## src/rtl/uartrx.sv

```systemverilog
// uartrx: 16x-oversampled UART receiver, 8 data bits with an optional parity bit.
// It recovers frames from an asynchronous rx line using the shared clk_bd enable.
// A good byte produces a one-clock rdsig pulse. Stop-bit and parity failures
// produce one-clock frame_err and par_err pulses.
module uartrx #(
  parameter int OVERSAMPLE = 16,
  parameter int PARITY_EN  = 0,
  parameter int PARITY_ODD = 0
) (
  input  logic       clk,
  input  logic       rst_n,
  input  logic       clk_bd,
  input  logic       rx,
  output logic [7:0] dataout,
  output logic       rdsig,
  output logic       frame_err,
  output logic       par_err,
  output logic       busy
);

  localparam int            CW       = $clog2(OVERSAMPLE);
  localparam logic [CW-1:0] CNT_S0   = CW'(OVERSAMPLE / 2 - 2);
  localparam logic [CW-1:0] CNT_S1   = CW'(OVERSAMPLE / 2 - 1);
  localparam logic [CW-1:0] CNT_MID  = CW'(OVERSAMPLE / 2);
  localparam logic [CW-1:0] CNT_LAST = CW'(OVERSAMPLE - 1);
  localparam bit            PEN      = (PARITY_EN != 0);
  localparam bit            PODD     = (PARITY_ODD != 0);

  typedef enum logic [2:0] {
    S_IDLE,
    S_START,
    S_DATA,
    S_PARITY,
    S_STOP,
    S_BREAK
  } state_t;

  state_t        state_q;
  logic          rx_s1_q, rx_s2_q, rx_s3_q;
  logic [CW-1:0] cnt_q;
  logic [1:0]    samp_q;
  logic [2:0]    bit_idx_q;
  logic [7:0]    shift_q;
  logic          par_bad_q;
  logic [7:0]    dataout_q;
  logic          rdsig_q, frame_err_q, par_err_q, busy_q;

  logic start_det;
  logic tick_mid;
  logic tick_last;
  logic vote;
  logic par_exp;

  // Two-flop synchronizer on rx plus one delayed copy for falling-edge detection.
  always_ff @(posedge clk or negedge rst_n) begin
    if (!rst_n) begin
      rx_s1_q <= 1'b1;
      rx_s2_q <= 1'b1;
      rx_s3_q <= 1'b1;
    end else begin
      rx_s1_q <= rx;
      rx_s2_q <= rx_s1_q;
      rx_s3_q <= rx_s2_q;
    end
  end

  // Decode the bit-timing points and the 2-of-3 vote over the mid-bit samples.
  always_comb begin
    start_det = rx_s3_q & ~rx_s2_q;
    tick_mid  = clk_bd && (cnt_q == CNT_MID);
    tick_last = clk_bd && (cnt_q == CNT_LAST);
    vote      = (samp_q[0] & samp_q[1]) | (samp_q[0] & rx_s2_q) | (samp_q[1] & rx_s2_q);
    par_exp   = (^shift_q) ^ PODD;
  end

  // Frame FSM with its tick counter, shift register and registered output pulses.
  always_ff @(posedge clk or negedge rst_n) begin
    if (!rst_n) begin
      state_q     <= S_IDLE;
      cnt_q       <= '0;
      samp_q      <= '0;
      bit_idx_q   <= '0;
      shift_q     <= '0;
      par_bad_q   <= 1'b0;
      dataout_q   <= '0;
      rdsig_q     <= 1'b0;
      frame_err_q <= 1'b0;
      par_err_q   <= 1'b0;
      busy_q      <= 1'b0;
    end else begin
      // Pulses last exactly one clock unless re-asserted below.
      rdsig_q     <= 1'b0;
      frame_err_q <= 1'b0;
      par_err_q   <= 1'b0;

      // The bit clock runs only while a frame is in progress. The counter wraps
      // at each bit boundary, and the first two vote samples are taken just
      // before mid-bit.
      if (clk_bd && state_q != S_IDLE && state_q != S_BREAK) begin
        cnt_q <= (cnt_q == CNT_LAST) ? '0 : cnt_q + CW'(1);
        if (cnt_q == CNT_S0) samp_q[0] <= rx_s2_q;
        if (cnt_q == CNT_S1) samp_q[1] <= rx_s2_q;
      end

      case (state_q)
        S_IDLE: begin
          busy_q <= 1'b0;
          cnt_q  <= '0;
          if (start_det) begin
            state_q   <= S_START;
            busy_q    <= 1'b1;
            bit_idx_q <= '0;
            par_bad_q <= 1'b0;
          end
        end

        S_START: begin
          // If the line is high again at mid-bit, the falling edge was a glitch.
          if (tick_mid && vote) begin
            state_q <= S_IDLE;
            busy_q  <= 1'b0;
          end else if (tick_last) begin
            state_q   <= S_DATA;
            bit_idx_q <= '0;
          end
        end

        S_DATA: begin
          if (tick_mid) shift_q <= {vote, shift_q[7:1]};
          if (tick_last) begin
            if (bit_idx_q == 3'd7) state_q <= PEN ? S_PARITY : S_STOP;
            else                   bit_idx_q <= bit_idx_q + 3'd1;
          end
        end

        S_PARITY: begin
          if (tick_mid)  par_bad_q <= vote ^ par_exp;
          if (tick_last) state_q   <= S_STOP;
        end

        S_STOP: begin
          // Decide at mid stop bit so a following start edge is never missed.
          if (tick_mid) begin
            dataout_q <= shift_q;
            if (vote) begin
              if (par_bad_q) par_err_q <= 1'b1;
              else           rdsig_q   <= 1'b1;
              state_q <= S_IDLE;
              busy_q  <= 1'b0;
            end else begin
              frame_err_q <= 1'b1;
              par_err_q   <= par_bad_q;
              state_q     <= S_BREAK;
            end
          end
        end

        S_BREAK: begin
          // Hold off until the line returns to idle, so a break reports only once.
          cnt_q <= '0;
          if (rx_s2_q) begin
            state_q <= S_IDLE;
            busy_q  <= 1'b0;
          end
        end

        default: begin
          state_q <= S_IDLE;
          busy_q  <= 1'b0;
        end
      endcase
    end
  end

  assign dataout   = dataout_q;
  assign rdsig     = rdsig_q;
  assign frame_err = frame_err_q;
  assign par_err   = par_err_q;
  assign busy      = busy_q;

endmodule

```

## config.mk

```make
export PLATFORM = sky130hd
export DESIGN_NAME = uartrx
export DESIGN_NICKNAME = d
export VERILOG_FILES = /design/src/rtl/uartrx.sv
export SDC_FILE = /design/constraint.sdc
export NUM_CORES = 1
export LEC_CHECK = 0
export ABC_AREA = 1
export BUFFER_PORTS_ARGS = -buffer_cell sky130_fd_sc_hd__buf_2
export CAP_MARGIN = 10
export CORE_ASPECT_RATIO = 0.5
export CORE_UTILIZATION = 40
export CTS_CLUSTER_SIZE = 40
export DETAILED_ROUTE_END_ITERATION = 10
export PLACE_DENSITY = 0.68
export REMOVE_ABC_BUFFERS = 1
export SLEW_MARGIN = 5
export SYNTH_ARGS = -nofsm -noshare
export SYNTH_HDL_FRONTEND = slang
export SYNTH_SLANG_ARGS = --single-unit
```

## constraint.sdc

```tcl
create_clock -name clk -period 1.8 [get_ports clk]
set_clock_uncertainty 0.1 [all_clocks]
set_input_delay 0.27 -clock clk [delete_from_list [all_inputs] [get_ports clk]]
set_output_delay 0.27 -clock clk [all_outputs]
set_load 0.02 [all_outputs]
```

== Yosys cells after proc, flatten, opt, wreduce, memory -nomap -nowiden ==
Index checks and enable logic that the tools add are counted.
Storage, ports and cells
  register bits: 36
  input port bits: 4
  output and inout port bits: 12
Operators by class
  add/subtract/negate cells: 2
  equality and inequality tests: 24
  mux-type cells: 39
  bitwise operators: 9
  reductions and logical operators: 21
Operators with widths (number)
  2-to-1 mux 3 bit: 14
  != test 2 bit (second input constant): 12
  2-to-1 mux 1 bit: 18
  one-hot mux 3 bit (6 select lines): 1
  2-to-1 mux 4 bit: 3
  == test 3 bit (second input constant): 3
  one-hot mux 3 bit (3 select lines): 1
  == test 4 x 3 -> 1 bit (second input constant): 2
  == test 4 bit (second input constant): 2
  AND reduction 2 bit: 4
  parity 8 bit: 1
  AND reduction 7 bit: 1
  == test 3 x 2 -> 1 bit (second input constant): 2
  != test 3 bit (second input constant): 2
  AND reduction 6 bit: 1
  nonzero test 3 bit: 2
  logical AND 1 bit: 5
  one-hot mux 1 bit (5 select lines): 1
  AND reduction 5 bit: 1
  adder 4 x 1 -> 4 bit (second input constant): 1
  bitwise AND 1 bit: 4
  nonzero test 2 bit: 2
  OR reduction 2 bit: 2
  adder 3 x 1 -> 3 bit (second input constant): 1
  7 further kinds: 9

== Logic depth before layout (Yosys ltp) ==
  depth in word-level cells: 6
  depth in mapped cells: 10
  gate-level depth less buffers: 10

== Worst setup path before layout ==
Ideal clock, no wire load.
  kind: register to register
  start point: register bit_idx_q[0]
  end point: register bit_idx_q[0]
  data arrival time: 1.281 ns
  path slack: 0.299 ns
  cell stages (with the launch flop): 9
  period minus slack after synthesis: 1.501 ns
  cells stage by stage: dfrtp_1 > ha_1 > ha_1 > o21ai_0 > nand2_1 > nor2_2 > nand3_2 > nand2_1 > o21ai_1
On the way
  cells in the longest elaborated chain, start to end: 4
Ends and longest elaborated chain
  start: declaration: line 42  | logic [2:0] bit_idx_q;
  start signal: assignment: line 132  | else bit_idx_q <= bit_idx_q + 3'd1;
  adder 3 x 1 -> 3 bit: line 132
  2-to-1 mux 3 bit: line 131  | if (bit_idx_q == 3'd7) state_q <= PEN ? S_PARITY : S_STOP;
  2-to-1 mux 3 bit: line 130  | if (tick_last) begin
  one-hot mux 3 bit (3 select lines): line 105  | case (state_q)
Several ways; a longest one is shown, not always the timed one. The select of a mux whose other input is x is not followed.
A chain may end at the register's enable or synchronous reset.

== Final worst setup path ==
  start point: register bit_idx_q[0]
  end point: register bit_idx_q[1]
The elaborated chain is that of the path after synthesis.

==> flow_summary.json <==
{
  "rows": 17,
  "hold_class": "reg -> reg",
  "clkTransAtPathRegs_ps": 70,
  "insertion_delay_ps": 280,
  "worst-endpoint-required_ps": 1870,
  "die_area_mm2": 0.00504,
  "grt_usage_pct": 16.0,
  "core_area_mm2": 0.00449,
  "num_antenna_cells": 0,
  "vias": 1571,
  "finalPower_mw": 2.42,
  "ir_worst_vdd_mv": 0.464,
  "antenna_found_initial": 0,
  "ant_nets": 0,
  "hold_viol": 0,
  "cts-root-buf": "clkbuf_8",
  "synthTopCellsByArea": "dfrtp_1 (43%), nand2_1 (15%), o21ai_2 (4.6%)",
  "drtIter0Drc": 89,
  "rsz0062_at_grt": "false",
  "p_leak_nw": 1.10,
  "grt_pass1_vias": 1440,
  "gp_congestion": 0.933,
  "ys_warn_count": 0,
  "syn_avg_cell_area_um2": 8.19,
  "portBuffers": 15,
  "fmax_mhz": 622,
  "fin_cells": 325,
  "cts_sinks": 36,
  "ys_ff_latch": 36,
  "finalCritPeriodShare_pct": 89.4,
  "tns_ps": 0,
  "path_class": "reg -> reg",
  "min_from": "rx_s1_q$_DFF_PN1_",
  "status": "finished, final reports clean",
  "synth_top_area_share_pct": 43.5,
  "startpoint_type": "flip-flop",
  "slew_violations": 0,
  "crit_start": "bit_idx_q[0]$_DFFE_PN0P_",
  "yosysSeqAreaShare_pct": 47.6,
  "start_util_pct": 42.3,
  "yosys.area.top_type": "dfrtp_1",
  "syn_inst": 232,
  "detail_route.vias_per_cell": 4.83,
  "tightestPinTransition_ps": 483,
  "gr-total-overflow": 0,
  "layout_commonest_cell": "nand2_1",
  "maxCapViolations": 0,
  "min_period_ps": 1610,
  "final-setup-viol-count": 0,
  "dr.pass1.iters": 4,
  "syn_area_mm2": 0.00190,
  "wirelength_um": 3550,
  "drive_gt1_share_pct": 25.1,
  "hold_slack_ps": 258,
  "fp.dieH_um": 50.7,
  "synth_edf_count": 0,
  "slew_headroom_pct": 67.8,
  "worst-path-max-fanout": 6,
  "end_kind": "flip-flop",
  "grt_max_degree": 23,
  "ys_types": 28,
  "utilization_pct": 48.8,
  "clk_path_buf_depth": 2,
  "arrival_ps": 1680,
  "mostFrequentLayoutCells": "nand2_1 (77), dfrtp_1 (33), inv_1 (20)",
  "synth_ff_type": "dfrtp_1",
  "cts_tree": "yes",
  "htree_levels": 2,
  "post_drt_wl_per_cell_um": 10.9,
  "dp_cells": 315,
  "p_per_area_mw_per_mm2": 1100,
  "io-pin-count": 16,
  "hpwlAfterDp_um": 2700,
  "drc": 0,
  "area_delta_synth_final_pct": 15.4,
  "final_nets": 267,
  "cts_made_buffers": 5,
  "grt_pass1_wl_um": 6330,
  "async_flop_share_pct": 100,
  "die_x_um": 99.5,
  "r2r_start": "bit_idx_q[0]$_DFFE_PN0P_"
}
[what timing repair did]
item,4_1_cts,5_1_grt
hold endpoints to repair,18,0
hold buffers,2,0
setup buffers,0,0
setup endpoints to repair,0,16
resized for setup,0,4
[cell usage after synthesis, drive strengths merged, types with 3 or more instances]
master,count
dfrtp,33
dfstp,3
ha,5
inv,30
nand2,82
nand3,17
nor2,16
nor3,3
o21ai,31
[sequential cells by signal (all words and copies together) (netlist names), 2 cells and up]
signal and cells:
state_q 3, shift_q 8, dataout 8, cnt_q 4
samp_q 2, bit_idx_q 3
[cell type report]
cell class                 instances  area (um^2)
clock buffer                       8         90.1
fill                             449         2300
inverter                          30          113
multi-input combinational        164          877
sequential                        36          905
tap                               66         82.6
timing repair buffer              21          125
[worst max-delay path: stages (launching register included)]
cell and delay [ps]:
dfrtp_1 400, ha_1 200, ha_1 190, o21ai_1 130
nand2_1 80, nor2_2 120, nand3_2 120, nand2_1 90
o21ai_1 60
[power by group]
group	switching [mW]	internal [mW]	total, mW
clock	0.276	0.312	0.589
sequential	0.0824	0.897	0.980
combinational	0.564	0.287	0.852
[layer usage]
metal,GRT usage (%),routed length [um]
met3,3.34,92
met4,3.68,46
met2,27.0,1630
met1,21.5,1780
met5,0,0
[final timing paths]
kind	end	slack [ps]	depth (start not counted)
worst max-delay path	bit_idx_q[1]$_DFFE_PN0P_	190	8
worst min-delay path	rx_s2_q$_DFF_PN1_	260	0
min in group asynchronous	dataout[1]$_DFFE_PN0P_	380	2
max in group asynchronous	cnt_q[3]$_DFFE_PN0P_	720	3
worst min register to register	rx_s2_q$_DFF_PN1_	260	0
worst max register to register	bit_idx_q[1]$_DFFE_PN0P_	190	8
[logic make-up after synthesis]
| group | count (synthesis) | share of synthesized area [%] |
|---|---|---|
| mux | 1 | 0.593 |
| flops | 36 | 47.6 |
| buf+inv | 32 | 6.79 |
| xor+xnor | 2 | 0.922 |
| compound gates | 33 | 11.0 |
| simple gates | 123 | 29.8 |
| fa+ha+maj | 5 | 3.29 |
[stage by stage]
stage	worst slack, ps	cell area [um^2]
6_report	191	2190
5_1_grt	19.6	2190
4_1_cts	94.7	2180
3_5_place_dp	104	2070
3_3_place_gp	186	2070
2_1_floorplan	223	1880
No activity file was read; power rests on OpenSTA's default activity.
